===== config.mk =====
export PLATFORM = sky130hd
export DESIGN_NAME = fx_writeback_queue_flat
export DESIGN_NICKNAME = d
export VERILOG_FILES = /design/src/rtl/fx_writeback_queue_if.sv /design/src/rtl/fx_writeback_queue.sv /design/src/flat_wrapper.sv
export SDC_FILE = /design/constraint.sdc
export NUM_CORES = 1
export LEC_CHECK = 0
export ABC_AREA = 0
export CORE_AREA = 2 2 164 166
export DETAILED_ROUTE_END_ITERATION = 6
export DIE_AREA = 0 0 166 168
export PLACE_DENSITY = 0.74
export SYNTH_ARGS = -nofsm -noshare
export SYNTH_HDL_FRONTEND = slang
export SYNTH_SLANG_ARGS = --single-unit

===== constraint.sdc =====
create_clock -name clock_i -period 4 [get_ports clock_i]
set_input_delay 0.8 -clock clock_i [delete_from_list [all_inputs] [get_ports clock_i]]
set_output_delay 0.8 -clock clock_i [all_outputs]
set_load 0.01 [all_outputs]

===== src/rtl/fx_writeback_queue_if.sv =====
// ---------------------------------------------------------------------------
// fx_writeback_queue_if
// GPR write-port bundle between the FX writeback queue and the register file.
//   gprWriteValid_o   : head entry has a GPR write pending (queue -> RF)
//   gprWriteAddress_o : destination GPR of the head entry      (queue -> RF)
//   gprWriteVal_o     : 64-bit write data of the head entry     (queue -> RF)
//   gprWriteReady_i   : register file accepts the write         (RF -> queue)
// Modports: master = writeback queue, slave = register file.
// ---------------------------------------------------------------------------
interface fx_writeback_queue_if #(
  parameter int regWidth = 5
);
  logic                gprWriteValid_o;
  logic [regWidth-1:0] gprWriteAddress_o;
  logic [63:0]         gprWriteVal_o;
  logic                gprWriteReady_i;

  modport master (
    output gprWriteValid_o,
    output gprWriteAddress_o,
    output gprWriteVal_o,
    input  gprWriteReady_i
  );

  modport slave (
    input  gprWriteValid_o,
    input  gprWriteAddress_o,
    input  gprWriteVal_o,
    output gprWriteReady_i
  );
endinterface


===== src/rtl/fx_writeback_queue.sv =====
// ---------------------------------------------------------------------------
// fx_writeback_queue
// In-order FIFO between the FX stage-2 result registers and the GPR write
// port. Entries retire one per cycle from the head; at retire the
// architectural XER bits (SO/OV/CA) are updated and a CR0 write is issued
// on the following cycle. Dispatch is stalled early because the FX pipe
// cannot stall itself.
//
// Ports:
//   clock_i, reset_i (async, active low)
//   resultValid_i, functionalUnitCode_i, regWriteEnable_i,
//   regWriteAddress_i, regWriteVal_i, updateCR0_i, CR0_i,
//   updateOV_i, OV_i, updateCA_i, CA_i          : FX result input
//   wb (fx_writeback_queue_if.master)          : GPR write port
//   crWriteEnable_o, crField0_o                 : CR0 field write
//   xerSO_o, xerOV_o, xerCA_o                   : architectural XER bits
//   stall_o, overflowErr_o, count_o             : flow control / status
//
// Optional: define FXWB_FORWARD_EN to add forwardAddr_i / forwardHit_o /
// forwardVal_o, a combinational lookup of the youngest pending GPR write.
// ---------------------------------------------------------------------------
module fx_writeback_queue #(
  parameter int DEPTH        = 4,
  parameter int PTR_W        = 2,
  parameter int regWidth     = 5,
  parameter int STALL_MARGIN = 2
) (
  input  logic                clock_i,
  input  logic                reset_i,
  input  logic                resultValid_i,
  input  logic [2:0]          functionalUnitCode_i,
  input  logic                regWriteEnable_i,
  input  logic [regWidth-1:0] regWriteAddress_i,
  input  logic [63:0]         regWriteVal_i,
  input  logic                updateCR0_i,
  input  logic [3:0]          CR0_i,
  input  logic                updateOV_i,
  input  logic                OV_i,
  input  logic                updateCA_i,
  input  logic                CA_i,
  fx_writeback_queue_if.master wb,
  output logic                crWriteEnable_o,
  output logic [3:0]          crField0_o,
  output logic                xerSO_o,
  output logic                xerOV_o,
  output logic                xerCA_o,
  output logic                stall_o,
  output logic                overflowErr_o,
`ifdef FXWB_FORWARD_EN
  input  logic [regWidth-1:0] forwardAddr_i,
  output logic                forwardHit_o,
  output logic [63:0]         forwardVal_o,
`endif
  output logic [PTR_W:0]      count_o
);

  // CR0 bit ordering is big-endian: CR0_i[3:1] = LT,GT,EQ; CR0_i[0] is
  // replaced by SO on the way out and is therefore not stored.
  typedef struct packed {
    logic                we;
    logic [regWidth-1:0] addr;
    logic [63:0]         val;
    logic                upd_cr0;
    logic [2:0]          cr0;
    logic                upd_ov;
    logic                ov;
    logic                upd_ca;
    logic                ca;
  } entry_t;

  entry_t              mem [DEPTH];
  entry_t              entry_in_p0;
  entry_t              head_p0;
  logic [PTR_W-1:0]    head_q;
  logic [PTR_W-1:0]    tail_q;
  logic [PTR_W:0]      count_q;
  logic [PTR_W:0]      count_next;
  logic [PTR_W:0]      free_next;
  logic                head_valid_p0;
  logic                accept_p0;
  logic                full_p0;
  logic                retire_p0;
  logic                enq_p0;
  logic                drop_p0;
  logic                so_next_p0;
  logic                unused_cr0_lsb;

  assign unused_cr0_lsb = CR0_i[0];

  // ---- stage p0: enqueue / retire decision ----
  assign entry_in_p0 = '{we:      regWriteEnable_i,
                         addr:    regWriteAddress_i,
                         val:     regWriteVal_i,
                         upd_cr0: updateCR0_i,
                         cr0:     CR0_i[3:1],
                         upd_ov:  updateOV_i,
                         ov:      OV_i,
                         upd_ca:  updateCA_i,
                         ca:      CA_i};

  assign head_p0       = mem[head_q];
  assign head_valid_p0 = (count_q != '0);
  assign full_p0       = (count_q == (PTR_W+1)'(DEPTH));
  assign accept_p0     = resultValid_i && (functionalUnitCode_i == 3'd0);
  // Non-GPR entries never wait on the register file.
  assign retire_p0     = head_valid_p0 && (!head_p0.we || wb.gprWriteReady_i);
  // A retire in the same cycle frees the slot the new entry lands in.
  assign enq_p0        = accept_p0 && (!full_p0 || retire_p0);
  assign drop_p0       = accept_p0 && full_p0 && !retire_p0;

  assign count_next = count_q + (PTR_W+1)'(enq_p0) - (PTR_W+1)'(retire_p0);
  assign free_next  = (PTR_W+1)'(DEPTH) - count_next;

  // CR0 reports SO as it stands after this entry's own OV update.
  assign so_next_p0 = xerSO_o | (head_p0.upd_ov & head_p0.ov);

  assign wb.gprWriteValid_o   = head_valid_p0 & head_p0.we;
  assign wb.gprWriteAddress_o = head_p0.addr;
  assign wb.gprWriteVal_o     = head_p0.val;
  assign count_o              = count_q;

  // ---- stage p1: storage and architectural state ----
  always_ff @(posedge clock_i) begin
    if (enq_p0) begin
      mem[tail_q] <= entry_in_p0;
    end
  end

  always_ff @(posedge clock_i or negedge reset_i) begin
    if (!reset_i) begin
      head_q          <= '0;
      tail_q          <= '0;
      count_q         <= '0;
      xerSO_o         <= 1'b0;
      xerOV_o         <= 1'b0;
      xerCA_o         <= 1'b0;
      crWriteEnable_o <= 1'b0;
      crField0_o      <= 4'b0000;
      stall_o         <= 1'b0;
      overflowErr_o   <= 1'b0;
    end else begin
      count_q         <= count_next;
      stall_o         <= (free_next <= (PTR_W+1)'(STALL_MARGIN));
      crWriteEnable_o <= retire_p0 && head_p0.upd_cr0;
      if (enq_p0) begin
        tail_q <= tail_q + PTR_W'(1);
      end
      if (drop_p0) begin
        overflowErr_o <= 1'b1;
      end
      if (retire_p0) begin
        head_q <= head_q + PTR_W'(1);
        if (head_p0.upd_ca) begin
          xerCA_o <= head_p0.ca;
        end
        if (head_p0.upd_ov) begin
          xerOV_o <= head_p0.ov;
          xerSO_o <= so_next_p0;
        end
        if (head_p0.upd_cr0) begin
          crField0_o <= {head_p0.cr0, so_next_p0};
        end
      end
    end
  end

`ifdef FXWB_FORWARD_EN
  logic [PTR_W-1:0] fwd_idx;

  // Scan oldest to youngest so the last match seen is the youngest.
  always_comb begin
    forwardHit_o = 1'b0;
    forwardVal_o = '0;
    fwd_idx      = '0;
    for (int i = 0; i < DEPTH; i++) begin
      fwd_idx = head_q + PTR_W'(i);
      if (((PTR_W+1)'(i) < count_q) && mem[fwd_idx].we &&
          (mem[fwd_idx].addr == forwardAddr_i)) begin
        forwardHit_o = 1'b1;
        forwardVal_o = mem[fwd_idx].val;
      end
    end
  end
`endif

endmodule


===== src/flat_wrapper.sv =====
// flat-port wrapper written by rule: the top's interface ports become plain ports
module fx_writeback_queue_flat 
#(
  parameter int DEPTH        = 4,
  parameter int PTR_W        = 2,
  parameter int regWidth     = 5,
  parameter int STALL_MARGIN = 2
)
  (clock_i, reset_i, resultValid_i, functionalUnitCode_i, regWriteEnable_i, regWriteAddress_i, regWriteVal_i, updateCR0_i, CR0_i, updateOV_i, OV_i, updateCA_i, CA_i, crWriteEnable_o, crField0_o, xerSO_o, xerOV_o, xerCA_o, stall_o, overflowErr_o, count_o, wb_gprWriteValid_o, wb_gprWriteAddress_o, wb_gprWriteVal_o, wb_gprWriteReady_i);
  fx_writeback_queue_if #(.regWidth(regWidth)) wb_i ();
  input  logic clock_i;
  input  logic reset_i;
  input  logic resultValid_i;
  input  logic [2:0] functionalUnitCode_i;
  input  logic regWriteEnable_i;
  input  logic [regWidth-1:0] regWriteAddress_i;
  input  logic [63:0] regWriteVal_i;
  input  logic updateCR0_i;
  input  logic [3:0] CR0_i;
  input  logic updateOV_i;
  input  logic OV_i;
  input  logic updateCA_i;
  input  logic CA_i;
  output logic crWriteEnable_o;
  output logic [3:0] crField0_o;
  output logic xerSO_o;
  output logic xerOV_o;
  output logic xerCA_o;
  output logic stall_o;
  output logic overflowErr_o;
  output logic [PTR_W:0] count_o;
  output wire logic [$bits(wb_i.gprWriteValid_o)-1:0] wb_gprWriteValid_o;
  output wire logic [$bits(wb_i.gprWriteAddress_o)-1:0] wb_gprWriteAddress_o;
  output wire logic [$bits(wb_i.gprWriteVal_o)-1:0] wb_gprWriteVal_o;
  input wire logic [$bits(wb_i.gprWriteReady_i)-1:0] wb_gprWriteReady_i;
  assign wb_gprWriteValid_o = wb_i.gprWriteValid_o;
  assign wb_gprWriteAddress_o = wb_i.gprWriteAddress_o;
  assign wb_gprWriteVal_o = wb_i.gprWriteVal_o;
  assign wb_i.gprWriteReady_i = wb_gprWriteReady_i;
  fx_writeback_queue #(.DEPTH(DEPTH), .PTR_W(PTR_W), .regWidth(regWidth), .STALL_MARGIN(STALL_MARGIN)) u_core (.clock_i(clock_i), .reset_i(reset_i), .resultValid_i(resultValid_i), .functionalUnitCode_i(functionalUnitCode_i), .regWriteEnable_i(regWriteEnable_i), .regWriteAddress_i(regWriteAddress_i), .regWriteVal_i(regWriteVal_i), .updateCR0_i(updateCR0_i), .CR0_i(CR0_i), .updateOV_i(updateOV_i), .OV_i(OV_i), .updateCA_i(updateCA_i), .CA_i(CA_i), .wb(wb_i), .crWriteEnable_o(crWriteEnable_o), .crField0_o(crField0_o), .xerSO_o(xerSO_o), .xerOV_o(xerOV_o), .xerCA_o(xerCA_o), .stall_o(stall_o), .overflowErr_o(overflowErr_o), .count_o(count_o));
endmodule

==> impl_metrics.ini, run 1 <==
[run_status]
status = completed

[sta]
min_period_ns = 3.442
max_slew.worst_pin.slew_ns = 0.8446
tns_ns = 0
period_share_pct = 86.05
slew_violations = 0
rsz0062_at_grt = no
worst_slack_ns = 0.5581
finalHoldViolCount = 0
max_freq_ghz = 0.2905
finClkSkew_ns = 0.01643
slew_headroom_pct = 43.52
setup_viol = 0

[setup_path]
path_class = register to output port
cp_top_family = buffers and inverters
crit_buf_inv = 2
cp-start-kind = register
worst_path_largest_cell_delay_ns = 0.57
crit_arrival_ns = 2.64
path_cells = buf_4 > mux4_2 > clkdlybuf4s50_1
crit_required_ns = 3.20
critical_path.max_fanout = 23
crit_path_end_kind = output port
cp_slowest_cell = mux4_2

[grt]
antenna_found_initial = 1
grt_pass1_wl_um = 34290
grtUsageTotal_pct = 16.02
grt_pass1_vias = 6065
grt_max_degree = 71
overflow = 0

[final_layout]
stdcell_count = 1041
final_common_cell = edfxtp_1
nets = 774
fillCellCount = 1830
most-common-layout-cells = 312 x edfxtp_1, 167 x clkdlybuf4s50_1, 74 x mux4_2
drive_gt1_share_pct = 21.57
antenna_cells = 0
syn2layout_area_growth_pct = 22.24
post-route-cell-area_mm2 = 0.01542

[run]
maxCapViolCount = 0

[route]
avgViaCountPerCell = 5.326
dr.pass1.iters = 4
ant_nets = 0
totalWireLength_um = 22100
dr.first_iter.drc_count = 290
vias = 5544
wire_per_inst_um = 21.23
remaining_drc_errors = 0

[die]
rows = 60
num_io_pins = 169
die_h_um = 168
start_util_pct = 47.87
core_mm2 = 0.02635
die-area_mm2 = 0.02789
die_w_um = 166

[placement]
gp_congestion = 0.7309
dp_hpwl_um = 13660
portBuffers = 167
place_ws_ns = 0.5234
placed_cell_area_mm2 = 0.01435
dp_cells = 983

[power]
sw_frac_of_total_pct = 25.75
switchingPower_mw = 2.578
power_leakage_nw = 5.028
finalPower_mw = 10.01
vdd_drop_max_v = 0.0005539
p_clk_share_pct = 30.0
p_seq_share_pct = 40.8
power.density_mw_per_mm2 = 649.2
comb_power_share_pct = 29.2
intPower_mw = 7.431

[yosys]
ys_seq_area_share_pct = 77.65
yosys_warnings = 0
netlist_area_mm2 = 0.01261
synth_cell_types = 31
avgSynthCellArea_um2 = 22.98
syn_nets = 644
syn-instance-count = 549
synth_seq_cells = 329

[clock_tree]
cts_resized = 0
clockBufferDepth = 3
cts_buffers = 35
holdBufCountCts = 0
post_cts_buffers = 0
clkTransAtPathRegs_ns = 0.06
h-tree-depth = 2
cts_root_buf = clkbuf_16
cts_tree = done
cts_sinks = 329
clock_latency_ns = 0.50

[min_path]
hp-class = register to register
==> stage by stage <==
stage                     hold WS, ns  util, %
after floorplan                0.5044        -
after global placement         0.4604    54.46
after detailed placement       0.4815    54.46
after CTS                      0.4946    58.51
after global routing           0.5183    58.51
final                          0.4924    58.51
==> cell usage after synthesis (all sizes together) <==
master	count	share of area [%]
edfxtp	312	74
mux4	78	14
buf	77	4.5
dfrtp	17	3.4
inv	11	0.33
clkbuf	10	0.30
ha	8	0.79
mux2	6	0.57
and2	5	0.27
nand2	5	0.17
xnor2	4	0.28
a21oi	2	0.17
nor3	2	0.079
xor2	2	0.14
a21o	1	0.060
a31oi	1	0.17
fa	1	0.16
nand2b	1	0.050
nand3	1	0.040
nor2	1	0.030
nor2b	1	0.050
o21bai	1	0.060
or2	1	0.050
or4b	1	0.079
==> layout make-up <==
type	instances	area [um^2]	area share, %
inverter	11	41.29	0.2678
timing repair buffer	180	1894	12.29
clock inverter	18	173.9	1.128
tap	341	426.7	2.767
sequential	329	9802	63.57
multi-input combinational	122	2186	14.18
clock buffer	40	894.6	5.802
==> flip-flops by register name, indices dropped and copies added, names as in the netlist <==
signal	count
u_core.xerOV_o	1
u_core.mem	312
u_core.xerCA_o	1
u_core.count_o	3
u_core.head_q	2
u_core.overflowErr_o	1
u_core.stall_o	1
u_core.crField0_o	4
u_core.crWriteEnable_o	1
u_core.xerSO_o	1
u_core.tail_q	2
==> cell families (layout without fill, tap and decap cells) <==
| kind of cell | Yosys count | after routing | share of synthesized area, % |
|---|---|---|---|
| compound gates | 5 | 5 | 0.4563 |
| buf+inv | 98 | 249 | 5.099 |
| simple gates | 18 | 18 | 0.8134 |
| mux | 84 | 84 | 14.61 |
| xor+xnor | 6 | 6 | 0.4166 |
| flops | 329 | 329 | 77.65 |
| fa+ha+maj | 9 | 9 | 0.9523 |
==> power by group through the flow <==
| stage | clock network (mW) | logic, mW | registers [mW] |
|---|---|---|---|
| after floorplan | 0 | 2.16 | 4.11 |
| after global placement | 0 | 2.91 | 4.14 |
| after detailed placement | 0 | 2.96 | 4.16 |
| after CTS | 3.08 | 2.99 | 4.09 |
| after global routing | 3.20 | 3.13 | 4.10 |
| final | 3.00 | 2.93 | 4.08 |
==> metal layers <==
metal / global-route usage, % / share of wire [%] / vias to the layer above
met2: 27.37 / 52 / 152
met4: 4.348 / 1.7 / 2
met1: 20.96 / 42 / 2933
li1: - / - / 2425
met5: 0 / 0.059 / -
met3: 3.714 / 5.0 / 32
==> path summary, 6_finish.rpt <==
| path | start | to | slack (ns) | depth (start not counted) |
|---|---|---|---|---|
| hold / removal | u_core.xerOV_o | u_core.xerOV_o | 0.49 | 1 |
| setup / recovery | u_core.head_q[0] | wb_gprWriteVal_o[0] | 0.56 | 3 |
| setup reg to reg | u_core.head_q[0] | u_core.stall_o | 0.99 | 10 |
| max in group asynchronous | reset_i | u_core.head_q[0] | 2.60 | 1 |
| min in group asynchronous | reset_i | u_core.head_q[1] | 0.79 | 1 |
| hold reg to reg | u_core.xerOV_o | u_core.xerOV_o | 0.49 | 1 |
==> worst register-to-register path, cell delays in order (launching register included) <==
cell and delay (ns):
dfrtp_4 0.56, mux4_2 0.61, a21oi_4 0.28, ha_1 0.16, inv_1 0.04, ha_1 0.20
fa_1 0.54, inv_1 0.06, ha_1 0.19, xor2_1 0.17, a21oi_1 0.12
(Power assumes the default switching activity.)
==> run 2: changes to the inputs <==
CAP_MARGIN = 20   (was default)
==> results of run 2 <==
Final layout, timing and power as in run 1 (identical DEF).
